===== src/rtl/dag_pkg.sv =====
// Shared definitions for the data address generator: widths, ureg group codes
// and the 5-bit ureg address layout.
package dag_pkg;

  localparam int DW   = 16;
  localparam int NIDX = 8;

  typedef enum logic [1:0] {
    DG_GRP_I = 2'b00,
    DG_GRP_M = 2'b01,
    DG_GRP_L = 2'b10,
    DG_GRP_B = 2'b11
  } dg_grp_t;

  typedef struct packed {
    dg_grp_t    grp;
    logic [2:0] idx;
  } ureg_addr_t;

  function automatic ureg_addr_t split_ureg_addr(input logic [4:0] add);
    return ureg_addr_t'(add);
  endfunction

endpackage


===== src/rtl/dag_circ_upd.sv =====
// Combinational index update: nI = I + M with optional circular-buffer wrap
// into the window [B, B+L).
module dag_circ_upd #(
  parameter int DW = 16
) (
  input  logic [DW-1:0] i_val,
  input  logic [DW-1:0] m_val,
  input  logic [DW-1:0] b_val,
  input  logic [DW-1:0] l_val,
  output logic [DW-1:0] ni_val,
  output logic          wrap
);

  logic [DW-1:0] sum;
  logic [DW:0]   limit;

  always_comb begin
    sum    = i_val + m_val;
    // Window end needs the extra bit: B+L may exceed 2^DW.
    limit  = {1'b0, b_val} + {1'b0, l_val};
    ni_val = sum;
    wrap   = 1'b0;
    if (l_val != '0) begin
      if ({1'b0, sum} >= limit) begin
        ni_val = sum - l_val;
        wrap   = 1'b1;
      end else if (sum < b_val) begin
        ni_val = sum + l_val;
        wrap   = 1'b1;
      end
    end
  end

endmodule


===== src/rtl/dag_addr_gen.sv =====
// Data address generator: I/M/L/B register files, registered DM address with
// pre-/post-modify and circular wrap, and universal-register read/write access.
module dag_addr_gen #(
  parameter int DW   = 16,
  parameter int NIDX = 8
) (
  input  logic          clk,
  input  logic          rst,
  input  logic          ps_dg_en,
  input  logic          ps_dg_mdfy,
  input  logic          ps_dg_dgsclt,
  input  logic [2:0]    ps_dg_iadd,
  input  logic [2:0]    ps_dg_madd,
  input  logic          ps_dg_wrt_en,
  input  logic [4:0]    ps_dg_wrt_add,
  input  logic [4:0]    ps_dg_rd_add,
  input  logic [DW-1:0] bc_dt_out,
  output logic [DW-1:0] dg_dm_add,
  output logic          dg_dm_vld,
  output logic [DW-1:0] dg_bc_dt,
  output logic          dg_wrap
);

  import dag_pkg::*;

  logic [DW-1:0] ireg [NIDX];
  logic [DW-1:0] mreg [NIDX];
  logic [DW-1:0] lreg [NIDX];
  logic [DW-1:0] breg [NIDX];

  logic [DW-1:0] cur_i, cur_m, next_i;
  logic          circ_wrap, write_back;
  ureg_addr_t    wa, ra;

  assign cur_i      = ireg[ps_dg_iadd];
  assign cur_m      = mreg[ps_dg_madd];
  assign write_back = ps_dg_en & ~ps_dg_mdfy & ps_dg_dgsclt;
  assign wa         = split_ureg_addr(ps_dg_wrt_add);
  assign ra         = split_ureg_addr(ps_dg_rd_add);

  dag_circ_upd #(.DW(DW)) u_circ (
    .i_val  (cur_i),
    .m_val  (cur_m),
    .b_val  (breg[ps_dg_iadd]),
    .l_val  (lreg[ps_dg_iadd]),
    .ni_val (next_i),
    .wrap   (circ_wrap)
  );

  always_ff @(posedge clk or negedge rst) begin
    if (!rst) begin
      dg_dm_add <= '0;
      dg_dm_vld <= 1'b0;
      dg_wrap   <= 1'b0;
      for (int unsigned k = 0; k < NIDX; k++) begin
        ireg[k] <= '0;
        mreg[k] <= '0;
        lreg[k] <= '0;
        breg[k] <= '0;
      end
    end else begin
      dg_dm_vld <= ps_dg_en;
      dg_wrap   <= write_back & circ_wrap;
      if (ps_dg_en)
        dg_dm_add <= ps_dg_mdfy ? (cur_i + cur_m) : cur_i;
      if (write_back)
        ireg[ps_dg_iadd] <= next_i;
      // Ureg writes come last so they override a same-cycle write-back.
      if (ps_dg_wrt_en) begin
        unique case (wa.grp)
          DG_GRP_I: ireg[wa.idx] <= bc_dt_out;
          DG_GRP_M: mreg[wa.idx] <= bc_dt_out;
          DG_GRP_L: lreg[wa.idx] <= bc_dt_out;
          DG_GRP_B: begin
            breg[wa.idx] <= bc_dt_out;
            ireg[wa.idx] <= bc_dt_out;
          end
          default: ;
        endcase
      end
    end
  end

  always_comb begin
    dg_bc_dt = '0;
    if (ps_dg_wrt_en && (ps_dg_wrt_add == ps_dg_rd_add)) begin
      dg_bc_dt = bc_dt_out;
    end else begin
      unique case (ra.grp)
        DG_GRP_I: dg_bc_dt = ireg[ra.idx];
        DG_GRP_M: dg_bc_dt = mreg[ra.idx];
        DG_GRP_L: dg_bc_dt = lreg[ra.idx];
        DG_GRP_B: dg_bc_dt = breg[ra.idx];
        default:  dg_bc_dt = '0;
      endcase
    end
  end

endmodule

===== config.mk =====
export PLATFORM = sky130hd
export DESIGN_NAME = dag_addr_gen
export DESIGN_NICKNAME = d
export VERILOG_FILES = /design/src/rtl/dag_pkg.sv /design/src/rtl/dag_circ_upd.sv /design/src/rtl/dag_addr_gen.sv
export SDC_FILE = /design/constraint.sdc
export NUM_CORES = 1
export LEC_CHECK = 0
export ABC_CLOCK_PERIOD_IN_PS = 5700
export CORE_ASPECT_RATIO = 0.6
export CORE_MARGIN = 5
export CORE_UTILIZATION = 30
export DETAILED_ROUTE_END_ITERATION = 8
export HOLD_SLACK_MARGIN = 0.06
export SLEW_MARGIN = 30
export SYNTH_ARGS = -nofsm -noshare
export SYNTH_HDL_FRONTEND = slang
export SYNTH_SLANG_ARGS = --single-unit

===== constraint.sdc =====
create_clock -name clk -period 5.7 [get_ports clk]
set_input_delay 0.855 -clock clk [delete_from_list [all_inputs] [get_ports clk]]
set_output_delay 0.855 -clock clk [all_outputs]
set_load 0.1 [all_outputs]

==> impl_metrics.tcl <==
set metrics [dict create \
    cts_buffer_depth 3 \
    cp_slowest_cell "a222oi_1" \
    post_drt_wl_per_cell_um 29.0 \
    cpMostUsedCell "buf_4" \
    fin_tns_setup_ns -51.92 \
    cts_tree "yes" \
    reg2reg_slack_ns -0.39 \
    root_buffer "clkbuf_16" \
    synth_edf_count 0 \
    setup_ws_ns -0.588 \
    clkLatencyLatePin_ns 0.64 \
    yosysUniqueCellTypes 75 \
    core_um2 107000 \
    hold_buffers 0 \
    slowest_delay_ns 0.45 \
    grt.busiest_layer "met1" \
    grt_overflow_total 0 \
    rows 93 \
    synth.top_cell.area_share 0.410 \
    grt_pass1_wl_mm 191 \
    synth_largest_area_cell "dfrtp_1" \
    pre_cts_ws_ns -1.88 \
    cp_data_arrival_time_ns 6.77 \
    synthArstFlopShare 1.00 \
    end_kind "flop" \
    layout-drive-gt1-share 0.486 \
    synth-seq-cells 530 \
    slew_headroom 0.225 \
    ios 72 \
    post-dp-hpwl_mm 93.7 \
    leakage_uw 0.0180 \
    nets 3258 \
    avgSynthCellArea_um2 12.1 \
    rr_startpoint "mreg[64]" \
    syn-num-nets 2803 \
    track_usage 0.225 \
    cpLargestDelayFamily "compound AO/OA/AOI/OAI gates" \
    fin_crit_ns 6.29 \
    maxCapViolCount 0 \
    viasPerCell 5.97 \
    first_iter_violations 3386 \
    cp_data_required_time_ns 6.18 \
    status "finished, violations left" \
    cp-start-kind "primary input" \
    ys_top_cells_by_count "dfrtp_1 (530), mux2_2 (413), mux4_2 (205), clkbuf_1 (175), a22oi_1 (149)" \
    worstMarginPinSlew_ns 1.16 \
    regToRegEndpoint "ireg[9]" \
    h-tree-depth 2 \
    min_path_type "primary input to async pin" \
    ir_worst_vdd_mv 0.528 \
    finalHoldViolCount 0 \
    grt_max_degree 143 \
    power_density_nw_per_um2 597 \
    clock_skew_ns 0.0168 \
    finalCritPeriodShare 1.10 \
    worstPathMaxFanout 9 \
    ys.flop_type "dfrtp_1" \
    portBuffers 71 \
    grt_pass1_vias 26300 \
    yosys-top-cells-area "dfrtp_1 (41%), mux2_2 (14%), mux4_2 (14%), ha_1 (3.6%), a22oi_1 (3.5%)" \
    yosysMostFrequentCell "dfrtp_1" \
    die_w_um 434 \
    rsz0062_at_grt "true" \
    met3_usage 0.0914 \
    gp_congestion 0.980 \
    wl_mm 133 \
    syn_inst 2669 \
    max_freq_mhz 159 \
    clock-sinks 530 \
    r2r_cells 27 \
    critical_path_class "primary input to flop" \
    post-route-util 0.389 \
    areaGrowthSynthToFinish_pct 28.9 \
    setup_violations 129 \
    path_clk_slew_ns 0.07 \
    yosys_warnings 0 \
    path_buf_inv 14 \
    detail-route-antenna-nets 0 \
    ys_seq_area_frac 0.410 \
    violations "negative setup slack" \
    numCtsBuffers 50 \
    die_h_um 264 \
    drc 0 \
    initial_core_util 0.302 \
    antenna_found_initial 9 \
    syn_area_um2 32300 \
    firstDrtPassIters 6 \
    vias 27400 \
    dieArea_um2 115000 \
    grtUsageMet1 0.340 \
    final-max-slew-violation-count 0 \
    grtUsageMet2 0.289 \
]
[routing by layer]
metal,routed length [um],part of all wire
met5,21,0.00016
met4,4420,0.033
met3,18800,0.14
met2,51100,0.38
met1,58600,0.44
[state kept, by name (all words and copies together) (netlist names)]
signal	cells
dg_wrap	1
breg	128
lreg	128
mreg	128
ireg	128
dg_dm_vld	1
dg_dm_add	16
[where the power goes]
group          leakage [uW]  internal [uW]  switching (uW)
combinational        0.0105           7220            8290
sequential          0.00668           4790             890
clock              0.000857           2040            1630
total                0.0180          14000           10800
[repair_timing]
action | CTS | global route
pin swaps | 66 | 108
cloned | 4 | 1
setup buffers | 80 | 23
setup endpoints to repair | 129 | 130
gates resized for setup | 146 | 126
[worst register-to-register path, cell delays in order (launching register included)]
cell and delay [ns]:
dfrtp_1 0.39, mux4_2 0.50, mux2_4 0.33, ha_4 0.18
fa_2 0.37, a211oi_2 0.23, buf_4 0.16, o21a_4 0.15
nor2_2 0.08, o31a_1 0.35, buf_4 0.15, buf_4 0.12
buf_4 0.14, a21oi_1 0.12, ha_1 0.26, a21o_1 0.17
a21o_1 0.18, a21o_1 0.18, a21oi_2 0.21, o41ai_1 0.10
a31oi_1 0.21, buf_4 0.17, o21ai_4 0.06, buf_6 0.15
clkbuf_16 0.17, a222oi_1 0.45, buf_4 0.29, o21ai_2 0.07
[kinds of logic (layout without fill, tap and decap cells)]
group | Yosys count | count (layout) | share of synthesized area
AOI/OAI and AO/OA | 635 | 635 | 0.143
xor gates and xnor gates | 35 | 35 | 0.00949
adders and majority gates | 96 | 96 | 0.0381
buffers and inverters | 288 | 781 | 0.0352
DFF | 530 | 530 | 0.410
muxes | 662 | 662 | 0.301
other | 0 | 5 | 0
and+or+nand+nor | 423 | 423 | 0.0635
[cell usage in the layout (no fill, tap or decap), types with 13 or more instances in the layout]
cell type,netlist,layout
o21ai_2,0,33
buf_6,5,43
mux2_2,413,406
a31o_2,48,42
nor3_1,34,17
mux2i_1,40,38
a22o_1,60,60
o22a_1,32,32
nand3_1,23,15
a21oi_1,58,43
nand4_1,18,18
xor2_1,19,18
a21oi_2,1,15
and4_1,15,15
buf_12,0,39
nor2_1,130,95
nand2_1,109,98
a21o_1,20,20
and2_1,19,18
xnor2_1,16,14
o31a_1,33,33
a221oi_1,16,13
clkdlybuf4s50_1,0,38
o21ai_0,106,61
inv_1,61,59
buf_4,2,484
clkbuf_16,0,55
dfrtp_1,530,530
nor2_2,0,23
a22oi_1,149,144
mux4_2,205,205
ha_1,92,83
nor2b_1,16,16
o21ai_1,19,26
[stage by stage]
step / instances / hold slack (ns) / power [uW] / instance area [um^2]
after global placement: 4394 / 0.496 / 18000 / 37900
after detailed placement: 4394 / 0.502 / 18100 / 37900
after global routing: 4591 / 0.275 / 25900 / 41600
final: 4592 / 0.217 / 24900 / 41700
after CTS: 4565 / 0.251 / 23000 / 40900
after floorplan: 2669 / 0.490 / 12500 / 32700
[worst max path at each step]
| stage | start | end | cells past startpoint |
|---|---|---|---|
| floorplan | ps_dg_iadd[1] | ireg[113] | 35 |
| global placement | ps_dg_iadd[2] | ireg[116] | 31 |
| detailed placement | ps_dg_iadd[2] | ireg[9] | 31 |
| CTS | ps_dg_madd[0] | ireg[117] | 27 |
| global route | ps_dg_iadd[0] | ireg[9] | 33 |
| finish | ps_dg_iadd[0] | ireg[9] | 35 |
[cell type report]
type                       instances  area, um^2
fill                           10200       65400
clock buffer                      74        1530
multi-input combinational       1851       19000
inverter                          63         244
sequential                       530       13300
antenna                            5        12.5
tap                             1425        1780
timing repair buffer             628        5610
clock inverter                    16         198
No activity file was read; power rests on OpenSTA's default activity.
